## src/rtl/fir_coeff_loader.sv

```systemverilog
// Shadow coefficient bank written byte-wise from the register side; on commit it waits for a
// sample boundary and streams every tap into the FIR coefficient file, one tap per cycle.
module fir_coeff_loader #(
  parameter int NUM_TAPS = 10,
  parameter int COEF_W   = 24,
  parameter int IDX_W    = 4
) (
  input  logic              clk,
  input  logic              rst_n,
  input  logic              wr_en,
  input  logic [7:0]        wr_addr,
  input  logic [7:0]        wr_data,
  input  logic [7:0]        rd_addr,
  output logic [7:0]        rd_data,
  input  logic              sample_tick,
  input  logic              fir_busy,
  output logic              coef_we,
  output logic [IDX_W-1:0]  coef_idx,
  output logic [COEF_W-1:0] coef_data,
  output logic              bypass,
  output logic [7:0]        cfg,
  output logic              busy,
  output logic              commit_done,
  output logic              wr_err
);

  localparam int              NUM_BYTES = 3 * NUM_TAPS;
  localparam logic [7:0]      LAST_ADDR = 8'(NUM_BYTES);
  localparam logic [IDX_W:0]  TAP_END   = (IDX_W+1)'(NUM_TAPS);

  typedef enum logic [1:0] {IDLE, ARMED, LOAD, DONE} state_e;

  state_e              state_q, state_d;
  logic [7:0]          shadow_q [NUM_BYTES];
  logic [7:0]          shadow_d [NUM_BYTES];
  logic [7:1]          cfg_q, cfg_d;
  logic [IDX_W:0]      idx_q, idx_d;
  logic                pending_q, pending_d;
  logic                coef_we_q, coef_we_d;
  logic [IDX_W-1:0]    coef_idx_q, coef_idx_d;
  logic [COEF_W-1:0]   coef_data_q, coef_data_d;
  logic                busy_q, busy_d;
  logic                commit_done_q, commit_done_d;
  logic                wr_err_q, wr_err_d;

  logic                cfg_wr, commit_wr, byte_wr, loading, issue;
  logic [IDX_W:0]      issue_idx;
  logic [COEF_W-1:0]   tap_sel;

  always_comb begin
    cfg_wr    = wr_en && (wr_addr == 8'd0);
    commit_wr = cfg_wr && wr_data[0];
    // The shadow is frozen from the first tap write until the commit has been reported.
    loading   = (state_q == LOAD) || (state_q == DONE);
    byte_wr   = wr_en && (wr_addr != 8'd0) && (wr_addr <= LAST_ADDR) && !loading;
    wr_err_d  = wr_en && ((wr_addr > LAST_ADDR) || ((wr_addr != 8'd0) && loading));

    shadow_d = shadow_q;
    for (int i = 0; i < NUM_BYTES; i++)
      if (byte_wr && (wr_addr == 8'(i + 1))) shadow_d[i] = wr_data;
    cfg_d = cfg_wr ? wr_data[7:1] : cfg_q;

    issue_idx = (state_q == LOAD) ? idx_q : '0;
    tap_sel   = '0;
    for (int k = 0; k < NUM_TAPS; k++)
      if (issue_idx == (IDX_W+1)'(k))
        tap_sel = COEF_W'({shadow_q[3*k+2], shadow_q[3*k+1], shadow_q[3*k]});

    state_d     = state_q;
    idx_d       = idx_q;
    pending_d   = pending_q;
    coef_we_d   = 1'b0;
    coef_idx_d  = coef_idx_q;
    coef_data_d = coef_data_q;
    issue       = 1'b0;

    // Writes are issued one edge ahead so coef_we is already high in the first LOAD cycle.
    case (state_q)
      IDLE:  if (commit_wr) state_d = ARMED;
      ARMED: if (sample_tick) begin
        state_d = LOAD;
        idx_d   = '0;
        issue   = !fir_busy;
      end
      LOAD: begin
        if (commit_wr) pending_d = 1'b1;
        if (idx_q == TAP_END) state_d = DONE;
        else                  issue   = !fir_busy;
      end
      DONE: begin
        state_d   = (pending_q || commit_wr) ? ARMED : IDLE;
        pending_d = 1'b0;
      end
      default: state_d = IDLE;
    endcase

    if (issue) begin
      coef_we_d   = 1'b1;
      coef_idx_d  = issue_idx[IDX_W-1:0];
      coef_data_d = tap_sel;
      idx_d       = issue_idx + 1'b1;
    end

    busy_d        = (state_d != IDLE);
    commit_done_d = (state_d == DONE);
  end

  always_ff @(posedge clk or negedge rst_n) begin
    if (!rst_n) begin
      state_q       <= IDLE;
      for (int i = 0; i < NUM_BYTES; i++) shadow_q[i] <= '0;
      cfg_q         <= '0;
      idx_q         <= '0;
      pending_q     <= 1'b0;
      coef_we_q     <= 1'b0;
      coef_idx_q    <= '0;
      coef_data_q   <= '0;
      busy_q        <= 1'b0;
      commit_done_q <= 1'b0;
      wr_err_q      <= 1'b0;
    end else begin
      state_q       <= state_d;
      shadow_q      <= shadow_d;
      cfg_q         <= cfg_d;
      idx_q         <= idx_d;
      pending_q     <= pending_d;
      coef_we_q     <= coef_we_d;
      coef_idx_q    <= coef_idx_d;
      coef_data_q   <= coef_data_d;
      busy_q        <= busy_d;
      commit_done_q <= commit_done_d;
      wr_err_q      <= wr_err_d;
    end
  end

  always_comb begin
    rd_data = '0;
    if (rd_addr == 8'd0) rd_data = {cfg_q, busy_q};
    for (int i = 0; i < NUM_BYTES; i++)
      if (rd_addr == 8'(i + 1)) rd_data = shadow_q[i];
  end

  assign coef_we     = coef_we_q;
  assign coef_idx    = coef_idx_q;
  assign coef_data   = coef_data_q;
  assign bypass      = cfg_q[1];
  assign cfg         = {cfg_q, 1'b0};
  assign busy        = busy_q;
  assign commit_done = commit_done_q;
  assign wr_err      = wr_err_q;

endmodule

```

## config.mk

```make
export PLATFORM = sky130hd
export DESIGN_NAME = fir_coeff_loader
export DESIGN_NICKNAME = d
export VERILOG_FILES = /design/src/rtl/fir_coeff_loader.sv
export SDC_FILE = /design/constraint.sdc
export NUM_CORES = 1
export LEC_CHECK = 0
export BUFFER_PORTS_ARGS = -buffer_cell sky130_fd_sc_hd__buf_2
export CORE_MARGIN = 1.5
export CORE_UTILIZATION = 62
export DETAILED_ROUTE_END_ITERATION = 12
export PLACE_DENSITY_LB_ADDON = 0.3
export SETUP_SLACK_MARGIN = 0.05
export SYNTH_ARGS = -nofsm -noshare
export SYNTH_HDL_FRONTEND = slang
export SYNTH_SLANG_ARGS = --single-unit
```

## constraint.sdc

```tcl
create_clock -name clk -period 3.3 [get_ports clk]
set_input_delay 0.66 -clock clk [delete_from_list [all_inputs] [get_ports clk]]
set_output_delay 0.66 -clock clk [all_outputs]
set_load 0.05 [all_outputs]
```

# After elaboration in Yosys (flattened, before gate mapping)
# Cells that the tools add are included.
# op_classes
add_sub_neg,1
n_lt_le_gt_ge,2
n_eq_ne,75
muxes,56
reduce_logical,53
# ops
cell,count
two-way mux 8 bit,31
"equality test 8 x 5 -> 1 bit, second input constant",30
two-way mux 24 bit,10
"equality test 8 x 4 -> 1 bit, second input constant",16
"equality test 8 x 3 -> 1 bit, second input constant",8
logical AND 1 bit,37
"equality test 8 x 2 -> 1 bit, second input constant",4
"equality test 5 x 3 -> 1 bit, second input constant",4
two-way mux 5 bit,4
"equality test 8 x 1 -> 1 bit, second input constant",2
zero test 8 bit,2
"equality test 5 x 4 -> 1 bit, second input constant",3
"equality test 5 x 2 -> 1 bit, second input constant",2
"> comparator 8 x 5 -> 1 bit, second input constant",1
"less-or-equal comparator 8 x 5 -> 1 bit, second input constant",1
case mux 2 bit (4 select lines),1
nonzero test 2 bit,4
nonzero test 8 bit,1
"equality test 2 bit, second input constant",3
two-way mux 2 bit,3
"adder 5 x 1 -> 5 bit, second input constant",1
"equality test 5 x 1 -> 1 bit, second input constant",1
zero test 5 bit,1
two-way mux 1 bit,5
other kinds (7),12
# word_totals
regBits,287
in_bits,29
out_inout_bits,49
word_cells,227

# Logic depth before layout (Yosys ltp)
# depth
word_depth,32
ltp_mapped,13
ltp_nobuf,10

# Least setup slack after synthesis
# No wires, ideal clock.
# synth_timing
kind,input to output
start,in rd_addr[7]
end,out rd_data[5]
arrival_ns,2.974
required_time_ns,2.640
setup_slack_ns,-0.334
cell_stages,9
path_buffers,2
path_cell_list,or4b_1 buf_2 or3_1 buf_2 o22ai_1 a21oi_1 o221ai_1 nand3_1 a32oi_1
# synth_via
elab_chain_cells,32
word_cells_on_any_way,62
classes_between,30 x eq/ne; 31 x mux; 1 x reduce/logical
# synth_rtl
element,line,source
from (decl),13,"input logic [7:0] rd_addr,"
zero test 8 bit,138,"if (rd_addr == 8'd0) rd_data = {cfg_q, busy_q};"
two-way mux 8 bit,138,
two-way mux 8 bit (29 in a row),140,if (rd_addr == 8'(i + 1)) rd_data = shadow_q[i];
two-way mux 8 bit (*),140,
to (decl),14,"output logic [7:0] rd_data,"
# Mark *: on every way between the ends. The rest lies on a longest branch, timed or not.

# Worst setup path in the final report
# layout_timing
start,in rd_addr[7]
end,out rd_data[7]
# The elaborated chain is that of the path after synthesis.

==> flow_metrics.tcl <==
set metrics [dict create \
    cts-buffers-inserted 31 \
    start_util 0.631 \
    track_usage 0.467 \
    grt_pass1_vias 14500 \
    cpLargestDelayFamily "compound AO/OA/AOI/OAI gates" \
    p_comb_frac 0.256 \
    crit_required_ns 2.64 \
    tritoncts "built" \
    synth_ff_type "dfrtp_1" \
    cp.arrival_ns 2.82 \
    clock_latency_ns 0.59 \
    hold_violations 0 \
    cts-root-buf "clkbuf_16" \
    dpl-instance-area_um2 17800 \
    grt_pass1_wl_um 91800 \
    hold_path.class "in -> async" \
    io-pin-count 78 \
    nNetsFinal 1725 \
    synth_edf_count 0 \
    start_kind "input port" \
    place.gp.congestion 1.02 \
    async_flop_share 1.00 \
    synth.avg_cell_area_um2 10.6 \
    ys_seq_area_frac 0.453 \
    power.switching_w 0.00375 \
    power.share.switching 0.348 \
    vdd.ir_drop.worst_mv 0.697 \
    final_cells 2041 \
    numPortBuffers 76 \
    htree_levels 1 \
    path_clk_slew_ns 0.06 \
    dieWidth_um 163 \
    grt_setup_unrepaired "true" \
    path_buf_inv 3 \
    row_count 58 \
    clock_power_share 0.350 \
    slew_headroom 0.312 \
    drtPass1Iterations 7 \
    wl_met2_um 26900 \
    antenna_found_initial 3 \
    stdcell_area_um2 19400 \
    syn_nets 1534 \
    cpPeakStageDelay_ns 0.63 \
    multi_input_comb_area_um2 8400 \
    crit_path_max_fanout 6 \
    timing.fmax_mhz 287 \
    tightest_slew_ns 1.02 \
    period_share 1.05 \
    clock_skew_ns 0.0152 \
    die_h_um 163 \
    dp_hpwl_um 43400 \
    worstSetupPathType "in -> out" \
    finish.utilization 0.774 \
    wl_met1_um 23400 \
    fin_ws_ns -0.181 \
    outcome "complete, but fails checks" \
    max_cap_viol_count 0 \
    cpMaxStageDelayCell "or4_4" \
    synth_warnings 0 \
    p_seq_frac 0.395 \
    failed_checks "negative setup slack" \
    grt_max_degree 87 \
    setup_violations 7 \
    via_per_inst 7.33 \
    area_growth_pct 22.7 \
    seqCellArea_um2 7180 \
    synth_seq_cells 287 \
    drtIter0Drc 2230 \
    place_inst 1976 \
    netlist_area_um2 15800 \
    whs_ns 0.0222 \
    crit_path_end_kind "primary output" \
    wirelength_um 61700 \
    top_layer_used "met4" \
    wire_per_inst_um 30.2 \
    finalCriticalPeriod_ns 3.48 \
    grt_remaining_overflow 0 \
    die_area_um2 26500 \
    core_um2 25100 \
    path_cells "buf_8 > or4_4 > buf_4 > nor2_4 > a21oi_1 > o31a_1 > a21oi_4 > o21ai_2 > buf_6" \
    drc 0 \
    vias 15000 \
    p_leak_nw 9.10 \
    slew_viol_final 0 \
    dr_wl_met3_um 7340 \
    drive_above_1_share 0.390 \
    pwr_density_cell_nw_per_um2 554 \
    cts_max_path_buffers 3 \
    intPower_w 0.00702 \
    syn_inst 1496 \
    fill_cells 1692 \
    clock-sinks 287 \
    pre_cts_ws_ns -0.372 \
    antenna_left 0 \
    ys_types 72 \
]
[kinds of logic after synthesis]
family / after synthesis / share of synthesized area
fa+ha+maj: 9 / 0.00711
buf+inv: 152 / 0.0396
flops: 287 / 0.453
compound gates: 395 / 0.177
other cells: 1 / 0.000237
mux: 301 / 0.212
xor+xnor: 2 / 0.00111
simple gates: 349 / 0.110
[repair_timing]
action	4_1_cts	5_1_grt
setup buffers	5	2
gates resized for setup	67	45
endpoints found under the setup margin	8	24
hold buffers	0	0
gates cloned	1	0
pin swaps	18	17
[path summary, 6_finish.rpt]
path	from	end	slack, ns	cells after the start
hold / removal	rst_n	shadow_q[10]	0.02	1
setup / recovery	rd_addr[7]	rd_data[7]	-0.18	9
max in group asynchronous	rst_n	shadow_q[177]	2.36	2
min in group clk	wr_en	wr_err	0.32	2
setup reg to reg	idx_q[3]	coef_data[1]	0.02	7
hold reg to reg	coef_idx[3]	coef_idx[3]	0.48	2
[sequential cells by signal, summed over array words and instances (netlist names), 2 cells and up]
name       count
shadow_q     240
cfg_q          7
idx_q          5
coef_idx       4
state_q        2
coef_data     24
[through the flow]
| step | setup TNS (ns) | power, W |
|---|---|---|
| floorplan | -0.0622 | 0.00585 |
| global placement | -2.23 | 0.00681 |
| detailed placement | -2.48 | 0.00688 |
| CTS | -0.529 | 0.0106 |
| global route | -0.913 | 0.0111 |
| finish | -0.592 | 0.0108 |
[cell usage after synthesis, drive strengths merged, types with 24 or more instances]
cell / n / share of area
nand2: 83 / 0.020
mux2: 253 / 0.18
nor2: 103 / 0.025
a31oi: 32 / 0.013
or3: 25 / 0.0099
a221oi: 28 / 0.015
a221o: 26 / 0.016
buf: 42 / 0.013
o221ai: 32 / 0.018
a21oi: 48 / 0.015
o21ai: 93 / 0.029
nor3: 44 / 0.015
a222oi: 24 / 0.015
o22ai: 26 / 0.010
dfrtp: 287 / 0.45
mux2i: 46 / 0.029
clkbuf: 93 / 0.022
[area by class of cell]
| type | count | area share |
|---|---|---|
| multi-input combinational | 1057 | 0.432 |
| sequential | 287 | 0.369 |
| timing repair buffer | 293 | 0.118 |
| clock buffer | 42 | 0.0436 |
| tap | 330 | 0.0212 |
| clock inverter | 14 | 0.0124 |
| inverter | 17 | 0.00328 |
| antenna | 1 | 0.000129 |
[power by group through the flow]
stage          clock [W]  combinational (W)  sequential [W]
3_3_place_gp           0            0.00255         0.00425
6_report         0.00377            0.00276         0.00425
4_1_cts          0.00377            0.00266         0.00422
3_5_place_dp           0            0.00261         0.00427
2_1_floorplan          0            0.00106         0.00479
5_1_grt          0.00390            0.00289         0.00428
[routing by layer]
layer,up-vias,global-route usage
met5,-,0.0114
met4,0,0.235
met1,7387,0.631
li1,6090,-
met2,1189,0.702
met3,291,0.113
[layout by cell type (no fill, tap or decap), types with 6 or more instances in the layout]
master and instances:
bufinv_16 6, ha_1 8, o221ai_2 6, o21ai_0 78
mux2i_1 46, o22ai_1 23, nor2_1 97, a221oi_1 26
a21oi_1 44, nor3_1 40, a21o_1 6, nor2b_1 12
buf_2 65, buf_8 6, and2_1 12, a31oi_1 30
buf_4 194, nand2_1 79, dfrtp_1 287, nand3_1 17
o221ai_1 26, buf_6 16, or3_1 24, a22oi_1 12
mux2_2 253, buf_12 12, a222oi_1 24, clkbuf_1 8
a32oi_1 11, clkbuf_16 31, a221o_1 26, nand2b_1 11
o21ai_1 13, inv_1 17
Note: power is estimated with default switching activity, not from simulation.
